$ cat src/rtl/i2c_slave_word_regs_pkg.sv
// Shared definitions for the I2C word-register slave: FSM encoding, register map,
// default device address and the byte-lane selector used on the read path.
package i2c_slave_word_regs_pkg;

    typedef enum logic [3:0] {
        StIdle,
        StDevAddr,
        StDevAck,
        StRegAddr,
        StRegAck,
        StWrByte,
        StWrAck,
        StRdByte,
        StRdAck
    } state_e;

    localparam logic [7:0] RegAddr0       = 8'h00;
    localparam logic [7:0] RegAddr1       = 8'h04;
    localparam logic [6:0] DefaultI2cAddr = 7'h3C;

    // Byte index 0 is the most significant byte of the word.
    function automatic logic [7:0] word_byte(input logic [31:0] word, input logic [1:0] idx);
        case (idx)
            2'd0:    return word[31:24];
            2'd1:    return word[23:16];
            2'd2:    return word[15:8];
            default: return word[7:0];
        endcase
    endfunction

endpackage

$ cat src/rtl/i2c_slave_word_regs_in_filter.sv
// Two-flop synchronizer followed by a debounce filter: the output only takes a new level
// after DEB_LEN consecutive synchronized samples agree on it.
module i2c_in_filter #(
    parameter int unsigned DEB_LEN = 3
) (
    input  logic clk_i,
    input  logic rst_ni,
    input  logic in_i,
    output logic out_o
);
    localparam int unsigned CntW = (DEB_LEN > 1) ? $clog2(DEB_LEN) : 1;

    logic [1:0]      sync_q;
    logic            out_q, out_d;
    logic [CntW-1:0] cnt_q, cnt_d;

    always_ff @(posedge clk_i or negedge rst_ni) begin
        if (!rst_ni) begin
            sync_q <= 2'b11;
            out_q  <= 1'b1;
            cnt_q  <= '0;
        end else begin
            sync_q <= {sync_q[0], in_i};
            out_q  <= out_d;
            cnt_q  <= cnt_d;
        end
    end

    always_comb begin
        out_d = out_q;
        cnt_d = '0;
        if (sync_q[1] != out_q) begin
            if (cnt_q == CntW'(DEB_LEN - 1)) begin
                out_d = sync_q[1];
            end else begin
                cnt_d = cnt_q + 1'b1;
            end
        end
    end

    assign out_o = out_q;

endmodule

$ cat src/rtl/i2c_slave_word_regs.sv
// I2C slave exposing two 32-bit registers at 8'h00 and 8'h04, written and read
// MSB-byte first with an auto-advancing word pointer.
module i2c_slave_word_regs
    import i2c_slave_word_regs_pkg::*;
#(
    parameter logic [6:0]  I2C_ADDRESS = DefaultI2cAddr,
    parameter int unsigned DEB_LEN     = 3
) (
    input  logic        clk,
    input  logic        rst_n,
    input  logic        scl_in,
    input  logic        sda_in,
    output logic        sda_oe,
    output logic [31:0] reg0_o,
    output logic [31:0] reg1_o,
    output logic        wr_stb,
    output logic [7:0]  wr_addr
);
    logic scl_f, sda_f, scl_prev_q, sda_prev_q;
    logic scl_rise, scl_fall, start_det, stop_det;

    state_e      state_q, state_d;
    logic [3:0]  bit_cnt_q, bit_cnt_d;
    logic [7:0]  shreg_q, shreg_d;
    logic        rw_q, rw_d;
    logic [7:0]  ptr_q, ptr_d;
    logic [1:0]  idx_q, idx_d;
    logic [23:0] stage_q, stage_d;
    logic [7:0]  rd_sh_q, rd_sh_d;
    logic        mack_q, mack_d;
    logic        sda_oe_q, sda_oe_d;
    logic [31:0] reg0_q, reg0_d, reg1_q, reg1_d;
    logic        wr_stb_q, wr_stb_d;
    logic [7:0]  wr_addr_q, wr_addr_d;

    logic        byte_done, addr_match;
    logic [31:0] rd_word, wr_word;
    logic [7:0]  rd_byte;

    i2c_in_filter #(.DEB_LEN(DEB_LEN)) u_scl_filter (
        .clk_i (clk),
        .rst_ni(rst_n),
        .in_i  (scl_in),
        .out_o (scl_f)
    );

    i2c_in_filter #(.DEB_LEN(DEB_LEN)) u_sda_filter (
        .clk_i (clk),
        .rst_ni(rst_n),
        .in_i  (sda_in),
        .out_o (sda_f)
    );

    assign scl_rise   = scl_f && !scl_prev_q;
    assign scl_fall   = !scl_f && scl_prev_q;
    assign start_det  = scl_f && scl_prev_q && sda_prev_q && !sda_f;
    assign stop_det   = scl_f && scl_prev_q && !sda_prev_q && sda_f;
    assign byte_done  = (bit_cnt_q == 4'd8);
    assign addr_match = (shreg_q[7:1] == I2C_ADDRESS);
    assign wr_word    = {stage_q, shreg_q};
    assign rd_word    = (ptr_q == RegAddr0) ? reg0_q :
                        (ptr_q == RegAddr1) ? reg1_q : 32'h0;
    assign rd_byte    = word_byte(rd_word, idx_q);

    always_ff @(posedge clk or negedge rst_n) begin
        if (!rst_n) begin
            scl_prev_q <= 1'b1;
            sda_prev_q <= 1'b1;
            state_q    <= StIdle;
            bit_cnt_q  <= '0;
            shreg_q    <= '0;
            rw_q       <= 1'b0;
            ptr_q      <= 8'h00;
            idx_q      <= '0;
            stage_q    <= '0;
            rd_sh_q    <= '0;
            mack_q     <= 1'b0;
            sda_oe_q   <= 1'b0;
            reg0_q     <= '0;
            reg1_q     <= '0;
            wr_stb_q   <= 1'b0;
            wr_addr_q  <= 8'h00;
        end else begin
            scl_prev_q <= scl_f;
            sda_prev_q <= sda_f;
            state_q    <= state_d;
            bit_cnt_q  <= bit_cnt_d;
            shreg_q    <= shreg_d;
            rw_q       <= rw_d;
            ptr_q      <= ptr_d;
            idx_q      <= idx_d;
            stage_q    <= stage_d;
            rd_sh_q    <= rd_sh_d;
            mack_q     <= mack_d;
            sda_oe_q   <= sda_oe_d;
            reg0_q     <= reg0_d;
            reg1_q     <= reg1_d;
            wr_stb_q   <= wr_stb_d;
            wr_addr_q  <= wr_addr_d;
        end
    end

    // Bits are taken on SCL rise; byte-level decisions happen on the SCL fall after bit 8.
    always_comb begin
        state_d   = state_q;
        bit_cnt_d = bit_cnt_q;
        shreg_d   = shreg_q;
        rw_d      = rw_q;
        ptr_d     = ptr_q;
        idx_d     = idx_q;
        stage_d   = stage_q;
        rd_sh_d   = rd_sh_q;
        mack_d    = mack_q;
        reg0_d    = reg0_q;
        reg1_d    = reg1_q;
        wr_stb_d  = 1'b0;
        wr_addr_d = wr_addr_q;
        if (stop_det) begin
            state_d   = StIdle;
            bit_cnt_d = '0;
            idx_d     = '0;
        end else if (start_det) begin
            state_d   = StDevAddr;
            bit_cnt_d = '0;
            idx_d     = '0;
        end else begin
            unique case (state_q)
                StDevAddr, StRegAddr, StWrByte: begin
                    if (scl_rise) begin
                        shreg_d   = {shreg_q[6:0], sda_f};
                        bit_cnt_d = bit_cnt_q + 4'd1;
                    end else if (scl_fall && byte_done) begin
                        bit_cnt_d = '0;
                        if (state_q == StDevAddr) begin
                            rw_d    = shreg_q[0];
                            state_d = addr_match ? StDevAck : StIdle;
                        end else if (state_q == StRegAddr) begin
                            ptr_d   = shreg_q;
                            idx_d   = '0;
                            state_d = StRegAck;
                        end else begin
                            stage_d = {stage_q[15:0], shreg_q};
                            state_d = StWrAck;
                            if (idx_q == 2'd3) begin
                                if (ptr_q == RegAddr0) reg0_d = wr_word;
                                if (ptr_q == RegAddr1) reg1_d = wr_word;
                                if (ptr_q == RegAddr0 || ptr_q == RegAddr1) begin
                                    wr_stb_d  = 1'b1;
                                    wr_addr_d = ptr_q;
                                end
                                ptr_d = ptr_q + 8'd4;
                                idx_d = '0;
                            end else begin
                                idx_d = idx_q + 2'd1;
                            end
                        end
                    end
                end
                StDevAck: begin
                    if (scl_fall) begin
                        state_d = rw_q ? StRdByte : StRegAddr;
                        rd_sh_d = rd_byte;
                    end
                end
                StRegAck, StWrAck: begin
                    if (scl_fall) state_d = StWrByte;
                end
                StRdByte: begin
                    if (scl_rise) begin
                        bit_cnt_d = bit_cnt_q + 4'd1;
                    end else if (scl_fall) begin
                        if (byte_done) begin
                            bit_cnt_d = '0;
                            state_d   = StRdAck;
                            idx_d     = idx_q + 2'd1;
                            if (idx_q == 2'd3) ptr_d = ptr_q + 8'd4;
                        end else begin
                            rd_sh_d = {rd_sh_q[6:0], 1'b0};
                        end
                    end
                end
                StRdAck: begin
                    if (scl_rise) begin
                        mack_d = !sda_f;
                    end else if (scl_fall) begin
                        state_d = mack_q ? StRdByte : StIdle;
                        rd_sh_d = rd_byte;
                    end
                end
                default: state_d = StIdle;
            endcase
        end
    end

    // SDA drive only moves on an SCL fall, so it can never fake a START or STOP.
    always_comb begin
        sda_oe_d = sda_oe_q;
        if (start_det || stop_det) begin
            sda_oe_d = 1'b0;
        end else if (scl_fall) begin
            unique case (state_q)
                StDevAddr:           sda_oe_d = byte_done && addr_match;
                StRegAddr, StWrByte: sda_oe_d = byte_done;
                StDevAck:            sda_oe_d = rw_q && !rd_byte[7];
                StRdByte:            sda_oe_d = !byte_done && !rd_sh_q[6];
                StRdAck:             sda_oe_d = mack_q && !rd_byte[7];
                default:             sda_oe_d = 1'b0;
            endcase
        end
    end

    assign sda_oe  = sda_oe_q;
    assign reg0_o  = reg0_q;
    assign reg1_o  = reg1_q;
    assign wr_stb  = wr_stb_q;
    assign wr_addr = wr_addr_q;

endmodule

$ cat config.mk
export PLATFORM = sky130hd
export DESIGN_NAME = i2c_slave_word_regs
export DESIGN_NICKNAME = d
export VERILOG_FILES = /design/src/rtl/i2c_slave_word_regs_pkg.sv /design/src/rtl/i2c_slave_word_regs_in_filter.sv /design/src/rtl/i2c_slave_word_regs.sv
export SDC_FILE = /design/constraint.sdc
export NUM_CORES = 1
export LEC_CHECK = 0
export CORE_AREA = 2 2 126 128
export CTS_CLUSTER_DIAMETER = 60
export DETAILED_ROUTE_END_ITERATION = 10
export DIE_AREA = 0 0 128 130
export GPL_ROUTABILITY_DRIVEN = 0
export PLACE_DENSITY = 0.79
export SYNTH_ARGS = -nofsm -noshare
export SYNTH_HDL_FRONTEND = slang
export SYNTH_SLANG_ARGS = --single-unit
$ cat constraint.sdc
create_clock -name clk -period 2.2 [get_ports clk]
set_input_delay 0.22 -clock clk [delete_from_list [all_inputs] [get_ports clk]]
set_output_delay 0.22 -clock clk [all_outputs]
set_load 0.1 [all_outputs]
# ---- Word-level counts from Yosys, hierarchy flattened
# Index checks and enable logic that the tools add are counted.
dict set report op_classes {
  n_addsub 5
  n_eq_ne 39
  n_mux 70
  bitwise 5
  reduce_logical 44
}
# cell n
set op_table {}
lappend op_table {{8-bit 2-to-1 mux} 13}
lappend op_table {{4-bit 2-to-1 mux} 18}
lappend op_table {{32-bit 2-to-1 mux} 2}
lappend op_table {{8-bit case mux with 3 select lines} 2}
lappend op_table {{9-bit AND reduction} 5}
lappend op_table {{4-bit != test, second input constant} 10}
lappend op_table {{2-bit 2-to-1 mux} 16}
lappend op_table {{7-bit AND reduction} 3}
lappend op_table {{4-bit case mux with 5 select lines} 1}
lappend op_table {{4-bit by 3-bit == test with 1-bit output, second input constant} 4}
lappend op_table {{2-bit != test, second input constant} 8}
lappend op_table {{8-bit case mux with 2 select lines} 1}
lappend op_table {{5-bit != test, second input constant} 3}
lappend op_table {{1-bit logical AND} 12}
lappend op_table {{4-bit AND reduction} 3}
lappend op_table {{1-bit 2-to-1 mux} 11}
lappend op_table {{3-bit 2-to-1 mux} 3}
lappend op_table {{8-bit by 3-bit adder with 8-bit output, second input constant} 1}
lappend op_table {{2-bit == test, second input constant} 4}
lappend op_table {{4-bit by 2-bit == test with 1-bit output, second input constant} 2}
lappend op_table {{4-bit == test, second input constant} 2}
lappend op_table {{8-bit by 3-bit == test with 1-bit output, second input constant} 1}
lappend op_table {{8-bit logical NOT} 1}
lappend op_table {{4-bit case mux with 2 select lines} 1}
lappend op_table {{19 further kinds} 36}
dict set report totals {
  regBits 146
  inputBits 4
  output_inout_bits 74
}

# ---- Logic depth before layout (Yosys ltp)
dict set report logic_depth {
  word_depth 11
  ltp_mapped 8
  ltp_nobuf 7
}

# ---- Cells and area by module
# A second synthesis with hierarchy kept.
dict set report unflattened {
  hier_cells 562
  hier_area_um2 6855.3
}
# module n_inst cells_each area_each_um2
set by_module_without_submodules {}
lappend by_module_without_submodules {i2c_slave_word_regs 1 542 6497.5}
lappend by_module_without_submodules {i2c_in_filter 2 10 178.9}

# ---- Worst setup path after synthesis
# No wires, ideal clock.
dict set report synth_timing {
  kind {flip-flop to flip-flop}
  from {register scl_prev_q}
  to {register reg1_q[9], in the netlist reg1_o[9]}
  setup_ps 126
  arrival_time_ps 2161
  t_required_ps 2074
  path_slack_ps -86
  path_stages_with_launch 9
  path_buffers 1
  path_cell_list {dfstp_2 > inv_1 > ha_1 > nand2b_1 > a2111oi_4 > nand2_4 > nor2_4 > buf_6 > mux2_2}
}
dict set report synth_between {
  elab_chain_cells 5
  elab_cells_between_ends 13
}
# item line
set synth_rtl {}
lappend synth_rtl {{start: declaration} i2c_slave_word_regs.sv:19} ;# logic scl_f, sda_f, scl_prev_q, sda_prev_q;
lappend synth_rtl {{start signal: assignment} i2c_slave_word_regs.sv:84} ;# scl_prev_q <= scl_f;
lappend synth_rtl {{1-bit logical AND} {i2c_slave_word_regs.sv:56, i2c_slave_word_regs.sv:57}}
lappend synth_rtl {{1-bit logical AND, on equally long branches (2 in series)} {i2c_slave_word_regs.sv:57, i2c_slave_word_regs.sv:56}}
lappend synth_rtl {{1-bit NOT (no source line)} n/a}
lappend synth_rtl {{9-bit AND reduction (no source line) (*)} n/a}
lappend synth_rtl {{end signal: assignment} i2c_slave_word_regs.sv:97} ;# reg1_q <= reg1_d;
lappend synth_rtl {{end: declaration} i2c_slave_word_regs.sv:32} ;# logic [31:0] reg0_q, reg0_d, reg1_q, reg1_d;
# Mark *: on every way between the ends. The rest lies on a longest branch, timed or not.
# A chain may end at the register's enable or synchronous reset.

# ---- Final worst setup path
dict set report layout_timing {
  from {register scl_prev_q}
  to {register rd_sh_q[1]}
}
dict set report layout_between {
  elab_chain_cells 5
  elab_cells_between_ends 17
}
# item line
set layout_rtl {}
lappend layout_rtl {{parallel branches: the longest is 5 deep, another holds 8-bit 2-to-1 mux} n/a}
lappend layout_rtl {{end signal: assignment} i2c_slave_word_regs.sv:93} ;# rd_sh_q <= rd_sh_d;
lappend layout_rtl {{end: declaration} i2c_slave_word_regs.sv:29} ;# logic [7:0] rd_sh_q, rd_sh_d;
# Parallel ways; which one is timed is not known. The select of a mux whose other input is x is not followed.

==> impl_results.md <==
- DR iter-0 viols: 578
- Number of synthesized flops with an enable pin: 0
- # fillers: between 1000 and 1500
- Initial Util: about 44%
- Vias per inst: approximately 6
- HPWL after DPL: 11800 um
- Largest net degree at the start of global routing: between 50 and 60
- Synthesized Nets: 578
- Clock Tree Buf Depth: 2
- Post-Synthesis Cells: around 560
- Vias in the first global route: ~5600
- Maximum VDD drop: 0.650 mV
- Total Die Area: 16600 um^2
- Synth Area in Adders: under 10%
- Final worst path period share: 109%
- Setup Skew: between 0.01 and 0.015 ns
- Synth Area in XOR/XNOR: 0.387%
- Share of cells above drive strength 1: between 40% and 50%
- Die H: about 130 um
- Clock power share: approximately 35%
- Switch share: between 30% and 40%
- Worst-skew pair later-pin latency: around 0.44 ns
- Relative slew slack: between 50% and 60%
- Cell count of the worst hold path: 1
- Vias: 5573
- Least-Margin Pin Slew: around 0.61 ns
- Failing checks: setup timing
- Die W: 128 um
- Non-filler instance count after layout: between 900 and 1000
- Count of different cell masters after synthesis: 62
- # placed instances: approximately 850
- Final Worst Setup Slack: -0.205 ns
- Worst hold start: sda_in
- Reg-to-Reg End: rd_sh_q[1]
- Max Cap Violations: 0
- Mux cell area share after synthesis: about 17%
- Required time worst endpoint: roughly 2.5 ns
- Cell Rows: 46
- Drt total wl: about 21000 um
- Antenna violations before repair: 0
- # H-tree levels: 4
- Largest family of logic cells by synthesized area: multiplexers
- Synth Flop Type: dfrtp_1
- Routed Antenna Nets: 0
- Avg Cell Area, Syn: ~12 um^2
- Total net switching power: approximately 2.8 mW
- Layout area overhead: 34.8%
- Ports: 78
- Reg-to-reg slack, setup: -0.20 ns
- Hold Crit Class: input pin to flip-flop
- Compound-cell area share of the yosys netlist: about an eighth
- Clk sink count: 145
- FMAX: 416 MHz
- Seq pwr share: around 39%
- DRT Pass-1 Iters: 5
- Clock transition at the registers of the reported paths: ~0.070 ns
- Critical Path Source Type: flip-flop
- Remaining global-route overflow: 0
- Critical path class: flip-flop to flip-flop
- Antenna Cells: 0
- Status: finished, violations left
- Simple-Gate Fraction of Synth Area: a little over a tenth
- First-pass GRT wire length: ~30000 um
- Worst Setup End Kind: flip-flop
- Worst R2R Path Depth: 7
- Top post-synthesis cells by area: dfrtp_1 (51%), mux2_2 (16%), dfstp_2 (3.1%), nand2_1 (2.9%), a22oi_1 (2.2%)
- Synth async-reset ratio: 100%
- Core area: around 15000 um^2
- Wire per inst: around 23 um
- Pwr Total: between 8 and 9 mW
- CP max FO: 8
- CP arrival: roughly 2.7 ns
- Unrepaired setup endpoints after global routing: true
- Gate power share: approximately a quarter
- Tot GR Track Use: a little under a quarter
- Flops & latches, synth: roughly 150
- Leading area contributor after synthesis: dfrtp_1
- Root Buffer Master: clkbuf_16
- Seq/Total Area, Yosys: between 50% and 60%
- Count of final setup violators: 85
- Yosys warns: 0
- Area taken by multi-input logic gates: between 3000 and 4000 um^2
- Max-slew violations: 0
- Post-layout min period: between 2 and 2.5 ns
- Port Buf Inserts: 77
- Reg-to-reg startpoint: scl_prev_q
- DRC viols: 0
- Worst hold endpoint: u_sda_filter.sync_q[0]
- Nets: about 710
- Internal power: roughly 5.5 mW
- Place WS: -0.358 ns
- Power per Cell Area: around 900 nW/um^2
- Mapped Area: approximately 6800 um^2
- Num CTS Buffers: 17
- CTS tree: built
- LEAKAGE: ~4.3 nW
- FF/Latch Area: 3640 um^2
- Final hold violation count: 0
- Synth top area share: around half
## critical path, cell delays in order, from the launching register on
cell and delay, ns:
dfstp_2 0.56, inv_2 0.05, ha_4 0.16, or3b_4 0.38
a2111oi_4 0.48, o221ai_4 0.27, nand2_1 0.23, o221ai_2 0.14
## cells in the mapped netlist (all sizes together) (7+ instances only)
master  number
dfrtp      137
mux2       101
nand2       53
a21oi       28
a22oi       20
o21ai       20
clkbuf      16
inv         16
nor2        16
o22ai       13
buf         12
ha          12
nand3        9
dfstp        8
nand3b       8
o221ai       8
nor2b        7
o31ai        7
## flip-flops by register name, summed over array words and instances, names as in the netlist, 2 cells and up
name and flops:
state_q 4, shreg_q 8, idx_q 2, reg1_o 32, reg0_o 32, wr_addr 8
u_sda_filter.cnt_q 2, u_scl_filter.sync_q 2, ptr_q 8, u_scl_filter.cnt_q 2, rd_sh_q 7, u_sda_filter.sync_q 2
bit_cnt_q 4, stage_q 24
## area by class of cell
class	instances	area share, %
sequential	145	39.8
multi-input combinational	373	35.6
timing repair buffer	145	15.0
clock buffer	20	5.00
tap	192	2.63
clock inverter	12	1.35
inverter	16	0.657
## cells in the final DEF (no fill, tap or decap), types with 4 or more instances in the layout
cell type,count
dfrtp_1,137
buf_4,116
mux2_2,51
nand2_1,50
mux2_4,48
a21oi_1,27
a22oi_1,20
clkbuf_16,20
o21ai_0,17
nor2_1,14
inv_1,13
o22ai_1,13
buf_6,9
buf_12,9
nand3_1,8
nand3b_1,8
ha_1,8
dfstp_2,8
o31ai_1,7
o221ai_2,7
nand4_1,6
nor2b_1,6
nand2b_1,5
and2b_1,4
nor3_1,4
clkinvlp_4,4
inv_6,4
## how the worst max path moves through the flow
stage | end | cells after the start | startpoint
2_1_floorplan | wr_addr[2] | 7 | bit_cnt_q[0]
3_3_place_gp | ptr_q[5] | 7 | scl_prev_q
3_5_place_dp | ptr_q[7] | 7 | scl_prev_q
4_1_cts | reg1_o[9] | 9 | bit_cnt_q[1]
5_1_grt | reg1_o[30] | 10 | bit_cnt_q[0]
6_report | rd_sh_q[1] | 7 | scl_prev_q
## routing by layer
layer | vias up | routed length [um] | track usage (%)
met1 | 2807 | 8120 | 29.4
met3 | 102 | 1560 | 6.97
met5 | - | 0 | 0
met4 | 0 | 964 | 9.70
li1 | 2340 | - | -
met2 | 324 | 10200 | 39.5
## metrics by stage
step / TNS (ns) / util [%] / hold WS (ns) / instance area [um^2]
6_report: -7.86 / 59.3 / 0.197 / 9140
5_1_grt: -17.07 / 59.3 / 0.200 / 9140
4_1_cts: -3.87 / 57.1 / 0.189 / 8810
3_5_place_dp: -9.97 / 50.8 / 0.194 / 7840
3_3_place_gp: -7.05 / 50.8 / 0.190 / 7840
2_1_floorplan: 0 / - / -0.0756 / 6780
## cell families (layout without fill, tap and decap cells)
| family | count (synthesis) | after routing |
|---|---|---|
| AOI/OAI and AO/OA | 123 | 123 |
| xor gates and xnor gates | 3 | 3 |
| adders and majority gates | 13 | 13 |
| buffers and inverters | 44 | 193 |
| DFF | 145 | 145 |
| muxes | 103 | 103 |
| and+or+nand+nor | 131 | 131 |
## power groups by stage
stage          combinational (mW)  clock, mW  sequential, mW
2_1_floorplan                1.23          0            3.14
3_3_place_gp                 1.79          0            3.20
3_5_place_dp                 1.87          0            3.22
4_1_cts                      1.98       2.88            3.19
5_1_grt                      2.38       3.03            3.24
6_report                     2.19       2.86            3.21
## repair_timing
action	CTS	global route
hold endpoints to repair	42	0
setup buffers	7	8
gates cloned	4	3
hold buffers	1	0
resized for setup	58	47
pin swaps	2	9
setup endpoints to repair	84	118
No activity file was read; power rests on OpenSTA's default activity.
